**src/rtl/led_sequencer_if.sv**
```systemverilog
// LED sequencer control/status bundle.
// master: drives start/stop, run parameters and the pattern write port; observes the display.
// slave : the sequencer itself.
//   start, stop         single-cycle run control
//   mode, len, div      run parameters, sampled on an accepted start
//   wr_en/addr/data     pattern memory write port
//   leds, idx           registered pattern and its index
//   busy, done          running flag, once-mode completion pulse
interface led_sequencer_if #(
  parameter int unsigned WIDTH = 5,
  parameter int unsigned DIV_W = 21
);
  logic             start;
  logic             stop;
  logic [1:0]       mode;
  logic [3:0]       len;
  logic [DIV_W-1:0] div;
  logic             wr_en;
  logic [3:0]       wr_addr;
  logic [WIDTH-1:0] wr_data;
  logic [WIDTH-1:0] leds;
  logic [3:0]       idx;
  logic             busy;
  logic             done;

  modport master (
    output start, stop, mode, len, div, wr_en, wr_addr, wr_data,
    input  leds, idx, busy, done
  );

  modport slave (
    input  start, stop, mode, len, div, wr_en, wr_addr, wr_data,
    output leds, idx, busy, done
  );
endinterface

```
**src/rtl/led_sequencer.sv**
```systemverilog
// LED pattern sequencer: steps through a small pattern memory at a programmable rate in
// once, loop or ping-pong order.
// Ports:
//   clk_i   sole clock, rising edge
//   rst_i   asynchronous active-high reset (pattern memory is not reset)
//   bus_io  led_sequencer_if.slave: start/stop, mode/len/div, write port, leds/idx/busy/done
module led_sequencer #(
  parameter int unsigned WIDTH = 5,
  parameter int unsigned DEPTH = 12,
  parameter int unsigned DIV_W = 21
) (
  input  logic           clk_i,
  input  logic           rst_i,
  led_sequencer_if.slave bus_io
);

  typedef enum logic [0:0] {StIdle, StRun} state_e;

  localparam logic [1:0] ModeOnce = 2'b00;
  localparam logic [1:0] ModePing = 2'b10;

  state_e           state_q, state_d;
  logic [1:0]       mode_q, mode_d;
  logic [3:0]       last_q, last_d;      // effective length minus one
  logic [DIV_W-1:0] div_q, div_d;
  logic [DIV_W-1:0] presc_q, presc_d;
  logic             dir_q, dir_d;        // 0 = up, 1 = down
  logic [3:0]       idx_q, idx_d;
  logic [WIDTH-1:0] leds_q, leds_d;
  logic             done_q, done_d;

  logic [WIDTH-1:0] mem_q [DEPTH];

  logic [3:0] start_last;
  logic [3:0] step_idx;
  logic       step_dir;
  logic       step_fin;
  logic       step_load;

  // Pattern memory: no reset, writable in any state. Reads below see the pre-write contents,
  // so a step that loads the address being written shows the old data.
  always_ff @(posedge clk_i) begin
    if (bus_io.wr_en && (32'(bus_io.wr_addr) < DEPTH)) begin
      mem_q[bus_io.wr_addr] <= bus_io.wr_data;
    end
  end

  // Clamp requested length to 1..DEPTH and keep it as a last index.
  always_comb begin
    if (bus_io.len == 4'd0) begin
      start_last = 4'd0;
    end else if (32'(bus_io.len) > DEPTH) begin
      start_last = 4'(DEPTH - 1);
    end else begin
      start_last = bus_io.len - 4'd1;
    end
  end

  // Index/direction that the next step moves to.
  always_comb begin
    step_idx  = idx_q;
    step_dir  = dir_q;
    step_fin  = 1'b0;
    step_load = 1'b1;
    unique case (mode_q)
      ModeOnce: begin
        if (idx_q == last_q) begin
          step_fin  = 1'b1;
          step_load = 1'b0;
        end else begin
          step_idx = idx_q + 4'd1;
        end
      end
      ModePing: begin
        if (last_q == 4'd0) begin
          step_load = 1'b0;
        end else if (!dir_q) begin
          if (idx_q == last_q) begin
            // Reverse and move so the endpoint is not shown twice in a row.
            step_dir = 1'b1;
            step_idx = idx_q - 4'd1;
          end else begin
            step_idx = idx_q + 4'd1;
          end
        end else begin
          if (idx_q == 4'd0) begin
            step_dir = 1'b0;
            step_idx = 4'd1;
          end else begin
            step_idx = idx_q - 4'd1;
          end
        end
      end
      default: begin
        // Loop, and the reserved encoding behaves as loop.
        step_idx = (idx_q == last_q) ? 4'd0 : idx_q + 4'd1;
      end
    endcase
  end

  // Next state. STOP takes priority over START; STOP while idle does nothing.
  always_comb begin
    state_d = state_q;
    mode_d  = mode_q;
    last_d  = last_q;
    div_d   = div_q;
    presc_d = presc_q;
    dir_d   = dir_q;
    idx_d   = idx_q;
    leds_d  = leds_q;
    done_d  = 1'b0;

    if (bus_io.stop) begin
      if (state_q == StRun) begin
        state_d = StIdle;
        presc_d = '0;
        dir_d   = 1'b0;
        idx_d   = 4'd0;
        leds_d  = '0;
      end
    end else if (bus_io.start) begin
      state_d = StRun;
      mode_d  = bus_io.mode;
      last_d  = start_last;
      div_d   = bus_io.div;
      presc_d = '0;
      dir_d   = 1'b0;
      idx_d   = 4'd0;
      leds_d  = mem_q[0];
    end else if (state_q == StRun) begin
      if (presc_q == div_q) begin
        presc_d = '0;
        if (step_fin) begin
          // Once-mode completion: leave the last pattern on display.
          state_d = StIdle;
          done_d  = 1'b1;
        end else begin
          dir_d = step_dir;
          idx_d = step_idx;
          if (step_load) begin
            leds_d = mem_q[step_idx];
          end
        end
      end else begin
        presc_d = presc_q + DIV_W'(1);
      end
    end
  end

  always_ff @(posedge clk_i or posedge rst_i) begin
    if (rst_i) begin
      state_q <= StIdle;
      mode_q  <= 2'b00;
      last_q  <= 4'd0;
      div_q   <= '0;
      presc_q <= '0;
      dir_q   <= 1'b0;
      idx_q   <= 4'd0;
      leds_q  <= '0;
      done_q  <= 1'b0;
    end else begin
      state_q <= state_d;
      mode_q  <= mode_d;
      last_q  <= last_d;
      div_q   <= div_d;
      presc_q <= presc_d;
      dir_q   <= dir_d;
      idx_q   <= idx_d;
      leds_q  <= leds_d;
      done_q  <= done_d;
    end
  end

  assign bus_io.leds = leds_q;
  assign bus_io.idx  = idx_q;
  assign bus_io.busy = (state_q == StRun);
  assign bus_io.done = done_q;

endmodule
```
**src/flat_wrapper.sv**
```systemverilog
// flat-port wrapper written by rule: the top's interface ports become plain ports
module led_sequencer_flat 
#(
  parameter int unsigned WIDTH = 5,
  parameter int unsigned DEPTH = 12,
  parameter int unsigned DIV_W = 21
)
  (clk_i, rst_i, bus_io_start, bus_io_stop, bus_io_mode, bus_io_len, bus_io_div, bus_io_wr_en, bus_io_wr_addr, bus_io_wr_data, bus_io_leds, bus_io_idx, bus_io_busy, bus_io_done);
  led_sequencer_if #(.WIDTH(WIDTH), .DIV_W(DIV_W)) bus_io_i ();
  input  logic clk_i;
  input  logic rst_i;
  input wire logic [$bits(bus_io_i.start)-1:0] bus_io_start;
  input wire logic [$bits(bus_io_i.stop)-1:0] bus_io_stop;
  input wire logic [$bits(bus_io_i.mode)-1:0] bus_io_mode;
  input wire logic [$bits(bus_io_i.len)-1:0] bus_io_len;
  input wire logic [$bits(bus_io_i.div)-1:0] bus_io_div;
  input wire logic [$bits(bus_io_i.wr_en)-1:0] bus_io_wr_en;
  input wire logic [$bits(bus_io_i.wr_addr)-1:0] bus_io_wr_addr;
  input wire logic [$bits(bus_io_i.wr_data)-1:0] bus_io_wr_data;
  output wire logic [$bits(bus_io_i.leds)-1:0] bus_io_leds;
  output wire logic [$bits(bus_io_i.idx)-1:0] bus_io_idx;
  output wire logic [$bits(bus_io_i.busy)-1:0] bus_io_busy;
  output wire logic [$bits(bus_io_i.done)-1:0] bus_io_done;
  assign bus_io_i.start = bus_io_start;
  assign bus_io_i.stop = bus_io_stop;
  assign bus_io_i.mode = bus_io_mode;
  assign bus_io_i.len = bus_io_len;
  assign bus_io_i.div = bus_io_div;
  assign bus_io_i.wr_en = bus_io_wr_en;
  assign bus_io_i.wr_addr = bus_io_wr_addr;
  assign bus_io_i.wr_data = bus_io_wr_data;
  assign bus_io_leds = bus_io_i.leds;
  assign bus_io_idx = bus_io_i.idx;
  assign bus_io_busy = bus_io_i.busy;
  assign bus_io_done = bus_io_i.done;
  led_sequencer #(.WIDTH(WIDTH), .DEPTH(DEPTH), .DIV_W(DIV_W)) u_core (.clk_i(clk_i), .rst_i(rst_i), .bus_io(bus_io_i));
endmodule
```
**config.mk**
```make
export PLATFORM = sky130hd
export DESIGN_NAME = led_sequencer_flat
export DESIGN_NICKNAME = d
export VERILOG_FILES = /design/src/rtl/led_sequencer_if.sv /design/src/rtl/led_sequencer.sv /design/src/flat_wrapper.sv
export SDC_FILE = /design/constraint.sdc
export NUM_CORES = 1
export LEC_CHECK = 0
export ABC_AREA = 1
export BUFFER_PORTS_ARGS = -buffer_cell sky130_fd_sc_hd__buf_2
export CORE_UTILIZATION = 60
export DETAILED_ROUTE_END_ITERATION = 8
export PLACE_DENSITY = 0.83
export SYNTH_ARGS = -nofsm -noshare
export SYNTH_HDL_FRONTEND = slang
export SYNTH_SLANG_ARGS = --single-unit
export TNS_END_PERCENT = 1
```
**constraint.sdc**
```tcl
create_clock -name clk_i -period 6.6 [get_ports clk_i]
set_clock_uncertainty 0.2 [all_clocks]
set_input_delay 0.33 -clock clk_i [delete_from_list [all_inputs] [get_ports clk_i]]
set_output_delay 0.33 -clock clk_i [all_outputs]
set_load 0.01 [all_outputs]
```
==> flow_metrics.tcl <==
set metrics [dict create \
    layout.cells.non_filler 934 \
    finalSetupViolCount 0 \
    crit_path_start_kind "flip-flop" \
    syn_area_per_cell_sq_um 8.59 \
    slew_viol_final 0 \
    worstHoldPathType "primary input to flip-flop" \
    path_cells "inv_2, nand2_1, nand2_1, nor2_1, nand2_1, ha_1, a21oi_1, nand2_1, o21ai_0, nand3_1, nand3_1, nand3_1, nand2_1, a21oi_2" \
    ys.warnings.count 0 \
    area_growth_pct 20.6 \
    ios 52 \
    grt_pass1_vias 5181 \
    synth_top_area_cell "edfxtp_1" \
    first_iter_violations 318 \
    grt_overflow 0 \
    synth_top_cells_by_area "edfxtp_1, dfrtp_1, nand2_1" \
    yosysMostFrequentCell "nand2_1" \
    antenna_left 0 \
    max_slew_margin_pct 15.8 \
    cts.sinks 120 \
    crit_fanout 48 \
    tns_ns 0 \
    critPathArrivalTime_ns 4.70 \
    power_density_nw_per_um2 311 \
    drive_gt1_share_pct 12.7 \
    cts_tree "done" \
    hpwl_mm 9.67 \
    grt_max_degree 61 \
    seq_area_frac_synth_pct 54.6 \
    worst-slew-pin-transition_ns 1.26 \
    synth_fp_nets 750 \
    yosysUniqueCellTypes 34 \
    cap_viol_max_count 0 \
    required_ns 6.82 \
    vias 5136 \
    synthFlopType "edfxtp_1" \
    slowest_stage "nand2_1" \
    drcViolationCount 0 \
    min_period_ns 4.49 \
    grt_use_total_pct 31.7 \
    wl_per_cell_um 16.6 \
    rows 36 \
    drt-pass1-iter-count 5 \
    cts_buffer_depth 2 \
    rsz0062_at_grt "false" \
    final_nets 834 \
    h-tree-depth 4 \
    clkTransAtPathRegs_ns 0.06 \
    grt_pass1_wl_mm 24.3 \
    syn_inst 704 \
    placedCellCount 869 \
    final_hold_viol_count 0 \
    fin_total_pwr_mw 2.27 \
    worst-setup-path-type "flip-flop to flip-flop" \
    vias_per_cell 5.50 \
    fp.coreArea_sq_um 9770 \
    synthTopCellsByCount "nand2_1, inv_1, nand3_1, nor2_1" \
    portBuffers 51 \
    cp-end-kind "flip-flop" \
    gp_congestion 0.957 \
    slowest_delay_ns 1.00 \
    antenna_found_initial 0 \
    synthArstFlopShare_pct 50.0 \
    die_h_um 102 \
    path_common_cell "nand2_1" \
    wirelength_mm 15.5 \
    max_freq_mhz 223 \
    synth_top_area_share_pct 29.8 \
    cts-root-buf "clkbuf_8" \
    cts_buffers 17 \
    die_w_um 102 \
    initial_core_util_pct 61.8 \
    synth-seq-cells 120 \
    synth_edf_count 60 \
    synthesis.area_sq_um 6040 \
    status "completed" \
    worstSkewPairLatency_ns 0.54 \
    min_period_over_period_pct 68.0 \
    leakage_nw 3.36 \
    diodes 0 \
    vdd_drop_max_mv 0.345 \
    die-area_sq_um 10500 \
]
[per-stage QoR]
stage / instance area, sq um / utilization, % / hold slack, ns / worst slack [ns]
2_1_floorplan: 6040 / - / 0.229 / 3.94
4_1_cts: 7290 / 74.6 / 0.0401 / 2.19
6_report: 7290 / 74.6 / 0.0419 / 2.11
5_1_grt: 7290 / 74.6 / 0.0907 / 1.63
3_5_place_dp: 6360 / 65.1 / 0.286 / 2.29
3_3_place_gp: 6360 / 65.1 / 0.288 / 2.47
[timing repair]
item                      4_1_cts  5_1_grt
buffers inserted                0        0
hold endpoints to repair      147        0
resized for setup               0        0
hold buffers                   33        0
[flip-flops by register name (all words and copies together), names as in the netlist]
name	count
u_core.bus_io.busy	1
u_core.bus_io.done	1
u_core.bus_io.idx	4
u_core.bus_io.leds	5
u_core.dir_q	1
u_core.div_q	21
u_core.last_q	4
u_core.mem_q	60
u_core.mode_q	2
u_core.presc_q	21
[final timing paths]
| kind | start | endpoint | slack [ns] | cells after the start |
|---|---|---|---|---|
| setup / recovery | u_core.bus_io.idx[2] | u_core.bus_io.leds[0] | 2.11 | 14 |
| hold / removal | bus_io_len[1] | u_core.last_q[3] | 0.04 | 5 |
| setup reg to reg | u_core.bus_io.idx[2] | u_core.bus_io.leds[0] | 2.11 | 14 |
| hold reg to reg | u_core.div_q[7] | u_core.div_q[7] | 0.30 | 2 |
| max in group asynchronous | rst_i | u_core.div_q[3] | 5.31 | 4 |
| min in group asynchronous | rst_i | u_core.div_q[18] | 0.38 | 4 |
[layout make-up]
| cell class | instances | area, sq um |
|---|---|---|
| sequential | 120 | 3300 |
| fill | 662 | 2480 |
| multi-input combinational | 480 | 2310 |
| timing repair buffer | 86 | 601 |
| clock buffer | 18 | 418 |
| inverter | 83 | 312 |
| clock inverter | 14 | 185 |
| tap | 133 | 166 |
[critical path, delay by kind of cell (launching register included)]
family	cells	cell delay [ns]
AO/OA/AOI/OAI	3	1.35
buffers and inverters	1	0.10
flip-flops	1	0.49
AND/OR/NAND/NOR	9	1.85
adder cells (fa/ha/maj)	1	0.37
[logic make-up after synthesis]
kind of cell	count (synthesis)	share of synthesized area, %
simple gates	389	27.6
flops	120	54.6
buf+inv	104	7.18
compound gates	59	5.59
xor+xnor	27	3.91
fa+ha+maj	5	1.03
[cell usage in the layout, fill, tap and decap left out, drive strengths merged, types with 18 or more instances in the layout]
| cell type | n |
|---|---|
| clkbuf | 18 |
| xor2 | 18 |
| o21ai | 36 |
| buf | 53 |
| nor2 | 72 |
| edfxtp | 60 |
| inv | 90 |
| nand2 | 210 |
| nand3 | 71 |
| dlygate4sd3 | 33 |
| dfrtp | 60 |
[power by group]
part / leakage [nW] / total, mW / internal [mW] / switching [mW]
Sequential: 1.32 / 0.867 / 0.831 / 0.0366
Combinational: 1.75 / 0.450 / 0.154 / 0.296
Clock: 0.286 / 0.948 / 0.585 / 0.363
Total: 3.36 / 2.27 / 1.57 / 0.695
[layer usage]
| metal | wire, um | part of all wire (%) | global-route usage, % | up-vias |
|---|---|---|---|---|
| met3 | 756 | 4.9 | 6.50 | 49 |
| met1 | 5990 | 39 | 34.9 | 2434 |
| li1 | - | - | - | 2456 |
| met2 | 8130 | 53 | 57.0 | 197 |
| met4 | 591 | 3.8 | 17.6 | 0 |
| met5 | 0 | 0 | 0 | - |
Power figures use the tool's default switching activity.
